`src/rtl/mips_muldiv_pkg.sv`:
```
// Shared encodings and sizing helpers for the MIPS multiply/divide unit.
// The counter width depends on the instance WIDTH, so it is a function here.
package mips_muldiv_pkg;

    typedef enum logic [1:0] {
        OP_MULT  = 2'b00,
        OP_MULTU = 2'b01,
        OP_DIV   = 2'b10,
        OP_DIVU  = 2'b11
    } muldivOp_e;

    typedef enum logic [1:0] {
        IDLE = 2'b00,
        ITER = 2'b01,
        FIX  = 2'b10
    } muldivState_e;

    function automatic int unsigned cntWidth(input int unsigned width);
        return $clog2(width);
    endfunction

endpackage

```
`src/rtl/mips_muldiv_if.sv`:
```
// Core-side bundle of the multiply/divide unit: launch, abort, MTHI/MTLO and HI/LO readout.
interface mips_muldiv_if #(
    parameter int unsigned WIDTH = 32
);
    logic             start;
    logic [1:0]       op;
    logic [WIDTH-1:0] rs_data;
    logic [WIDTH-1:0] rt_data;
    logic             flush;
    logic             hi_we;
    logic             lo_we;
    logic [WIDTH-1:0] wdata;
    logic             busy;
    logic             done;
    logic             div_by_zero;
    logic [WIDTH-1:0] hi;
    logic [WIDTH-1:0] lo;

    modport master (
        output start, op, rs_data, rt_data, flush, hi_we, lo_we, wdata,
        input  busy, done, div_by_zero, hi, lo
    );

    modport slave (
        input  start, op, rs_data, rt_data, flush, hi_we, lo_we, wdata,
        output busy, done, div_by_zero, hi, lo
    );
endinterface

```
`src/rtl/mips_muldiv_iter_core.sv`:
```
// Unsigned iterative datapath: shift-add multiply or restoring divide, one step per cycle.
// The 2*WIDTH accumulator holds {upper, multiplier} or {remainder, quotient}.
module muldiv_iter_core
    import mips_muldiv_pkg::*;
#(
    parameter int unsigned WIDTH = 32
) (
    input  logic               clk,
    input  logic               reset,
    input  logic               load,
    input  logic               step,
    input  logic               isDiv,
    input  logic [WIDTH-1:0]   aMag,
    input  logic [WIDTH-1:0]   bMag,
    output logic               lastStep,
    output logic [2*WIDTH-1:0] acc
);
    localparam int unsigned CntW = cntWidth(WIDTH);

    logic [2*WIDTH-1:0] accQ, accD;
    logic [WIDTH-1:0]   bQ, bD;
    logic [CntW-1:0]    cntQ, cntD;
    logic [WIDTH:0]     mulSum;
    logic [WIDTH:0]     divShift;
    logic [WIDTH-1:0]   divDiff;
    logic               divFits;

    always_comb begin
        mulSum   = {1'b0, accQ[2*WIDTH-1:WIDTH]} + {1'b0, (accQ[0] ? bQ : {WIDTH{1'b0}})};
        // Remainder stays below the divisor, so the shifted value fits in WIDTH+1 bits.
        divShift = accQ[2*WIDTH-1:WIDTH-1];
        divFits  = divShift >= {1'b0, bQ};
        divDiff  = divShift[WIDTH-1:0] - bQ;

        accD = accQ;
        bD   = bQ;
        cntD = cntQ;
        if (load) begin
            accD = {{WIDTH{1'b0}}, aMag};
            bD   = bMag;
            cntD = CntW'(WIDTH - 1);
        end else if (step) begin
            if (isDiv) begin
                accD = {(divFits ? divDiff : divShift[WIDTH-1:0]), accQ[WIDTH-2:0], divFits};
            end else begin
                accD = {mulSum, accQ[WIDTH-1:1]};
            end
            if (cntQ != '0) begin
                cntD = cntQ - 1'b1;
            end
        end
    end

    always_ff @(posedge clk or negedge reset) begin
        if (!reset) begin
            accQ <= '0;
            bQ   <= '0;
            cntQ <= '0;
        end else begin
            accQ <= accD;
            bQ   <= bD;
            cntQ <= cntD;
        end
    end

    assign lastStep = (cntQ == '0);
    assign acc      = accQ;
endmodule

```
`src/rtl/mips_muldiv_unit.sv`:
```
// HI/LO multiply/divide unit: FSM, operand sign handling, result fix-up, abort and MTHI/MTLO.
module mips_muldiv_unit
    import mips_muldiv_pkg::*;
#(
    parameter int unsigned WIDTH = 32
) (
    input logic           clk,
    input logic           reset,
    mips_muldiv_if.slave  bus
);
    muldivState_e       stateQ, stateD;
    logic [1:0]         opQ;
    logic               signAQ, signBQ, bZeroQ;
    logic [WIDTH-1:0]   hiQ, hiD, loQ, loD;
    logic               accept, launchSigned, opSigned, opDiv, lastStep;
    logic               doneC, dbzC;
    logic [WIDTH-1:0]   aMag, bMag, quo, rem, fixHi, fixLo;
    logic [2*WIDTH-1:0] acc, prod;

    assign accept       = (stateQ == IDLE) && bus.start && !bus.flush;
    assign launchSigned = !bus.op[0];
    assign aMag = (launchSigned && bus.rs_data[WIDTH-1]) ? -bus.rs_data : bus.rs_data;
    assign bMag = (launchSigned && bus.rt_data[WIDTH-1]) ? -bus.rt_data : bus.rt_data;
    assign opSigned = !opQ[0];
    assign opDiv    = opQ[1];

    muldiv_iter_core #(
        .WIDTH (WIDTH)
    ) u_core (
        .clk      (clk),
        .reset    (reset),
        .load     (accept),
        .step     (stateQ == ITER),
        .isDiv    (opDiv),
        .aMag     (aMag),
        .bMag     (bMag),
        .lastStep (lastStep),
        .acc      (acc)
    );

    // Most-negative / -1 needs no special case: the negated quotient wraps back to itself.
    always_comb begin
        prod  = (opSigned && (signAQ ^ signBQ)) ? -acc : acc;
        quo   = (opSigned && (signAQ ^ signBQ)) ? -acc[WIDTH-1:0] : acc[WIDTH-1:0];
        rem   = (opSigned && signAQ) ? -acc[2*WIDTH-1:WIDTH] : acc[2*WIDTH-1:WIDTH];
        fixHi = opDiv ? rem : prod[2*WIDTH-1:WIDTH];
        fixLo = opDiv ? quo : prod[WIDTH-1:0];
    end

    always_comb begin
        stateD = stateQ;
        hiD    = hiQ;
        loD    = loQ;
        doneC  = 1'b0;
        dbzC   = 1'b0;
        unique case (stateQ)
            IDLE: begin
                if (accept) begin
                    stateD = ITER;
                end else begin
                    if (bus.hi_we) hiD = bus.wdata;
                    if (bus.lo_we) loD = bus.wdata;
                end
            end
            ITER: begin
                if (bus.flush) begin
                    stateD = IDLE;
                end else if (lastStep) begin
                    stateD = FIX;
                end
            end
            FIX: begin
                stateD = IDLE;
                if (!bus.flush) begin
                    hiD   = fixHi;
                    loD   = fixLo;
                    doneC = 1'b1;
                    dbzC  = opDiv && bZeroQ;
                end
            end
            default: stateD = IDLE;
        endcase
    end

    always_ff @(posedge clk or negedge reset) begin
        if (!reset) begin
            stateQ <= IDLE;
            opQ    <= '0;
            signAQ <= 1'b0;
            signBQ <= 1'b0;
            bZeroQ <= 1'b0;
            hiQ    <= '0;
            loQ    <= '0;
        end else begin
            stateQ <= stateD;
            hiQ    <= hiD;
            loQ    <= loD;
            if (accept) begin
                opQ    <= bus.op;
                signAQ <= bus.rs_data[WIDTH-1];
                signBQ <= bus.rt_data[WIDTH-1];
                bZeroQ <= (bus.rt_data == '0);
            end
        end
    end

    assign bus.busy        = (stateQ != IDLE);
    assign bus.done        = doneC;
    assign bus.div_by_zero = dbzC;
    assign bus.hi          = hiQ;
    assign bus.lo          = loQ;
endmodule

```
`src/flat_wrapper.sv`:
```
// flat-port wrapper written by rule: the top's interface ports become plain ports
module mips_muldiv_unit_flat import mips_muldiv_pkg::*;
#(
    parameter int unsigned WIDTH = 32
)
  (clk, reset, bus_start, bus_op, bus_rs_data, bus_rt_data, bus_flush, bus_hi_we, bus_lo_we, bus_wdata, bus_busy, bus_done, bus_div_by_zero, bus_hi, bus_lo);
  mips_muldiv_if #(.WIDTH(WIDTH)) bus_i ();
  input logic clk;
  input logic reset;
  input wire logic [$bits(bus_i.start)-1:0] bus_start;
  input wire logic [$bits(bus_i.op)-1:0] bus_op;
  input wire logic [$bits(bus_i.rs_data)-1:0] bus_rs_data;
  input wire logic [$bits(bus_i.rt_data)-1:0] bus_rt_data;
  input wire logic [$bits(bus_i.flush)-1:0] bus_flush;
  input wire logic [$bits(bus_i.hi_we)-1:0] bus_hi_we;
  input wire logic [$bits(bus_i.lo_we)-1:0] bus_lo_we;
  input wire logic [$bits(bus_i.wdata)-1:0] bus_wdata;
  output wire logic [$bits(bus_i.busy)-1:0] bus_busy;
  output wire logic [$bits(bus_i.done)-1:0] bus_done;
  output wire logic [$bits(bus_i.div_by_zero)-1:0] bus_div_by_zero;
  output wire logic [$bits(bus_i.hi)-1:0] bus_hi;
  output wire logic [$bits(bus_i.lo)-1:0] bus_lo;
  assign bus_i.start = bus_start;
  assign bus_i.op = bus_op;
  assign bus_i.rs_data = bus_rs_data;
  assign bus_i.rt_data = bus_rt_data;
  assign bus_i.flush = bus_flush;
  assign bus_i.hi_we = bus_hi_we;
  assign bus_i.lo_we = bus_lo_we;
  assign bus_i.wdata = bus_wdata;
  assign bus_busy = bus_i.busy;
  assign bus_done = bus_i.done;
  assign bus_div_by_zero = bus_i.div_by_zero;
  assign bus_hi = bus_i.hi;
  assign bus_lo = bus_i.lo;
  mips_muldiv_unit #(.WIDTH(WIDTH)) u_core (.clk(clk), .reset(reset), .bus(bus_i));
endmodule
```
`config.mk`:
```
export PLATFORM = sky130hd
export DESIGN_NAME = mips_muldiv_unit_flat
export DESIGN_NICKNAME = d
export VERILOG_FILES = /design/src/rtl/mips_muldiv_pkg.sv /design/src/rtl/mips_muldiv_if.sv /design/src/rtl/mips_muldiv_iter_core.sv /design/src/rtl/mips_muldiv_unit.sv /design/src/flat_wrapper.sv
export SDC_FILE = /design/constraint.sdc
export NUM_CORES = 1
export LEC_CHECK = 0
export CAP_MARGIN = 20
export CORE_AREA = 2 2 210 212
export DETAILED_ROUTE_END_ITERATION = 12
export DIE_AREA = 0 0 212 214
export HOLD_SLACK_MARGIN = 0.03
export PLACE_DENSITY = 0.55
export SLEW_MARGIN = 10
export SYNTH_ARGS = -nofsm -noshare
export SYNTH_HDL_FRONTEND = slang
export SYNTH_HIERARCHICAL = 1
export SYNTH_SLANG_ARGS = --single-unit
export TNS_END_PERCENT = 100
```
`constraint.sdc`:
```
create_clock -name clk -period 3.1 [get_ports clk]
set_input_delay 0.62 -clock clk [delete_from_list [all_inputs] [get_ports clk]]
set_output_delay 0.62 -clock clk [all_outputs]
set_load 0.005 [all_outputs]
```
### Word level (Yosys, flattened, before mapping)

Cells that the tools add are included.

* register bits after elaboration: 172
* word-level logic and storage cells: 81

* multiplexer cells: 31
* equality and inequality tests: 8
* $lt $le $gt $ge: 1
* reductions and logical operators: 22
* $add $sub $neg: 8
* bitwise operators: 1

Operators by type and width (number)
* $mux W32: 14
* $mux W64: 4
* $neg A32 Y32: 4
* $pmux W32 S2: 2
* $neg A64 Y64: 1
* $add A32 B32 Y33: 1
* $ge A33 B32 Y1: 1
* $logic_not A32 Y1: 1
* $sub A32 B32 Y32: 1
* $mux W5: 3
* $ne A2 B2 Y1 const B: 4
* $reduce_and A4 Y1: 2
* $reduce_bool A2 Y1: 4
* $logic_and A1 B1 Y1: 7
* $mux W2: 3
* $logic_not A5 Y1: 1
* $reduce_bool A5 Y1: 1
* $sub A5 B1 Y5 const B: 1
* $mux W1: 4
* $pmux W2 S2: 1
* $reduce_and A2 Y1: 2
* $logic_not A1 Y1: 3
* $ne A3 B3 Y1 const B: 1
* $eq A2 B1 Y1 const B: 1
* 4 further kinds: 4

### Longest topological paths before layout

* depth in word-level cells: 6
* mapped depth: 15
* mapped depth without buffers: 14

### Cells and area by module

The synthesis kept the hierarchy.

Modules (own cells, without submodules)
* muldiv_iter_core: instances 1, seq. area each 2527.4 sq um, cells each 1100, area an instance 8647.0 sq um
* mips_muldiv_unit: instances 1, seq. area each 1776.7 sq um, cells each 845, area an instance 6308.6 sq um

### Worst setup path after synthesis

Ideal clock, no wire load.

* path kind: register -> register
* from: register u_core.u_core.accQ[0] (netlist: u_core/u_core/acc[0])
* to: register u_core.u_core.accQ[63] (netlist: u_core/u_core/acc[63])
* cell stages (with the launch flop): 16
* required time: 3.034 ns
* setup time: 0.066 ns
* slack: -0.035 ns
* arrival: 3.069 ns
* path through: dfrtp_1 > clkbuf_1 > and2_1 > ha_1 > inv_1 > fa_1 > nand2b_1 > a211oi_2 > o211ai_1 > a21oi_1 > o21ai_1 > o21bai_1 > a21oi_1 > o31a_1 > a211oi_1 > and3_1

* longest elaborated chain between the ends: 5

Ends and longest elaborated chain
* start, declared: line mips_muldiv_iter_core.sv:20 `logic [2*WIDTH-1:0] accQ, accD;`
* start signal, assigned: line mips_muldiv_iter_core.sv:56 `accQ <= '0;`
* start signal, assigned: line mips_muldiv_iter_core.sv:60 `accQ <= accD;`
* $mux W32: line mips_muldiv_iter_core.sv:29 `mulSum = {1'b0, accQ[2*WIDTH-1:WIDTH]} + {1'b0, (accQ[0] ? bQ : {WIDTH{1'b0}})};`
* $add A32 B32 Y33: line mips_muldiv_iter_core.sv:29
* $mux W64: line mips_muldiv_iter_core.sv:43 `if (isDiv) begin`
* $mux W64: line mips_muldiv_iter_core.sv:42 `end else if (step) begin`
* $mux W64: line mips_muldiv_iter_core.sv:38 `if (load) begin`

Every way passes these cells. The select of a mux whose other input is x is not followed.
A chain may end at the register's enable or synchronous reset.

### Worst setup path after layout

* from: register u_core.u_core.accQ[0] (netlist: u_core/u_core/acc[0])
* to: register u_core.u_core.accQ[62] (netlist: u_core/u_core/acc[62])

Same word-level chain as after synthesis.

==> results.cfg <==
[run_status]
status = finished, violations left
violations = setup timing

[floorplanning]
die_area_um2 = 45400
placementRows = 76
core_um2 = 42900
initial_core_util_pct = 34.9
ios = 171
die_x_um = 212
die_h_um = 214

[synthesis]
synth_edf_count = 0
syn-cell-area_um2 = 15000
netlist.area_leader.share_pct = 28.8
synth_cell_types = 82
async_reset_ff_share_pct = 100
synthCells = 1945
syn_area_per_cell_um2 = 7.69
ys_warn_count = 6
syn-num-nets = 2121
ys.flop_type = dfrtp_1
ys_seq_area_share_pct = 28.8
synth_top_area_cell = dfrtp_1
synth_most_common_cell = nand2_1
synth_commonest_cells = 246 x nand2_1, 201 x o21ai_0, 173 x nor2_1
ys_ff_latch = 172
synth_area_leaders = dfrtp_1 29%, o21ai_0 6.7%, nand2_1 6.2%

[setup_path]
worst_setup_path_end_kind = register
crit_required_ps = 3440
arrival_ps = 3470
cp-start-kind = register
crit_fanout = 8
crit_type = register to register
r2r_slack_ps = -30

[layout]
fillers = 4226
regArea_um2 = 4310
fin_nets = 2520
drive_above_1_share_pct = 21.4
fin_area_um2 = 20800
area_growth_pct = 39.4
multi_input_area_um2 = 10700
diodes = 0

[power_and_ir_drop]
finalPower_w = 0.0186
p_leak_nw = 8.84
power_density_nw_per_um2 = 894
ir_drop_mv = 0.389

[global_routing]
overflow = 0
track_usage_pct = 24.5
grt_max_degree = 106
antenna_found_initial = 1
grt_pass1_wl_um = 86800
grt_pass1_vias = 15400

[clock_tree]
cts_max_path_buffers = 2
htreeDepth = 4
clock_latency_ps = 470
clkTransAtPathRegs_ps = 70
numCtsBuffers = 17
clockRootBuffer = clkbuf_16
clock_sink_count = 172
cts_tree = done

[sta]
report.final.slew_viol_count = 0
skew_ps = 11.1
fmax_mhz = 319
finalWorstSetupSlack_ps = -31.8
hold_violations = 0
fin_tns_setup_ps = -40.4
timing.slew.headroom_pct = 52.2
setup_viol = 2
period_needed_ps = 3130
rsz0062_at_grt = true
tightest_slew_ps = 709
min_period_over_period_pct = 101
holdWs_ps = 480

[min_path]
hold_class = register to register

[routing]
wl_per_cell_um = 19.3
avgViaCountPerCell = 5.39
dr.pass1.iters = 5
drc = 0
dr_total_vias = 15900
drt_wl_total_um = 56800
ant_nets = 0
drtIter0Drc = 1467

[place]
place_area_um2 = 19200
place_congestion = 0.930
pre_cts_ws_ps = -318
portBuffers = 170
hpwl_um = 43200

[run]
cap_violations = 0
## power by group
group	switching, W	internal, W
clock	0.00105	0.00115
combinational	0.00684	0.00610
sequential	0.000653	0.00284
total	0.00854	0.0101
## worst max-delay path: stages, from the launching register on
cell and delay, ps:
dfrtp_2 460, buf_6 160, and2_4 150, ha_4 150
buf_4 140, a21oi_2 150, nor2_2 60, nor4_2 350
a21oi_2 140, a21o_1 250, a211o_1 350, a21o_1 190
a21oi_2 140, xor2_1 200, o221ai_1 120
## layout make-up
class / count / share of cell area, %
Inverter: 76 / 1.38
Clock inverter: 13 / 0.636
Tap cell: 585 / 3.51
Multi-Input combinational cell: 1589 / 51.4
Clock buffer: 18 / 2.11
Sequential cell: 172 / 20.7
Timing Repair Buffer: 488 / 20.3
## what timing repair did
item	4_1_cts	5_1_grt
setup endpoints to repair	32	38
endpoints found under the hold margin	1	0
setup buffers	8	11
pin swaps	22	73
gates resized for setup	41	117
gates cloned	0	2
hold buffers	1	0
## metal layers
layer  routed length [µm]  up-vias  global-route usage (%)
met5                    0        -                       0
met4                 1260        0                    8.08
met1                26200     7601                    34.0
met3                 2840       60                    2.70
met2                26500      506                    39.5
li1                     -     7698                       -
## state kept, by name, summed over array words and instances, names as in the netlist, 2 cells and up
register and flops:
u_core/bus.hi 32, u_core/u_core/bQ 32, u_core/bus.lo 32, u_core/opQ 2, u_core/stateQ 2, u_core/u_core/acc 64, u_core/u_core/cntQ 5
## per-stage QoR
stage / utilization [%] / cells
2_1_floorplan: - / 1945
3_5_place_dp: 44.9 / 2889
6_report: 48.6 / 2941
4_1_cts: 46.9 / 2929
3_3_place_gp: 44.9 / 2889
5_1_grt: 48.6 / 2941
## cells in the final DEF (no fill, tap or decap), types with 31 or more instances in the layout
cell type        netlist  final
clkdlybuf4s50_1        0    169
a21oi_1              152    135
buf_4                  6    302
a21o_1                39     39
o31ai_1               33     31
ha_1                  70     37
inv_1                 75     71
o21ai_0              201    190
xnor2_1               91     89
xor2_1                88     88
nor3_1                54     48
nand2b_1              32     31
nor2_1               173    167
dfrtp_1              172    169
mux2i_1               39     39
nand2_1              246    242
## final timing paths
| kind | depth (start not counted) | end | start |
|---|---|---|---|
| max | 14 | u_core/u_core/acc[62] | u_core/u_core/acc[0] |
| min | 2 | u_core/bus.lo[11] | u_core/bus.lo[11] |
| max reg2reg | 14 | u_core/u_core/acc[62] | u_core/u_core/acc[0] |
| min reg2reg | 2 | u_core/bus.lo[11] | u_core/bus.lo[11] |
| max in group asynchronous | 3 | u_core/bus.lo[0] | reset |
| min in group asynchronous | 2 | u_core/u_core/acc[35] | reset |
## cell families after synthesis
kind of cell	share of synthesized area, %
AO/OA/AOI/OAI	23.9
XOR/XNOR	10.5
adder cells (fa/ha/maj)	6.12
buffers and inverters	5.15
flip-flops	28.8
multiplexers	2.99
AND/OR/NAND/NOR	22.6
Note: power is estimated with default switching activity, not from simulation.
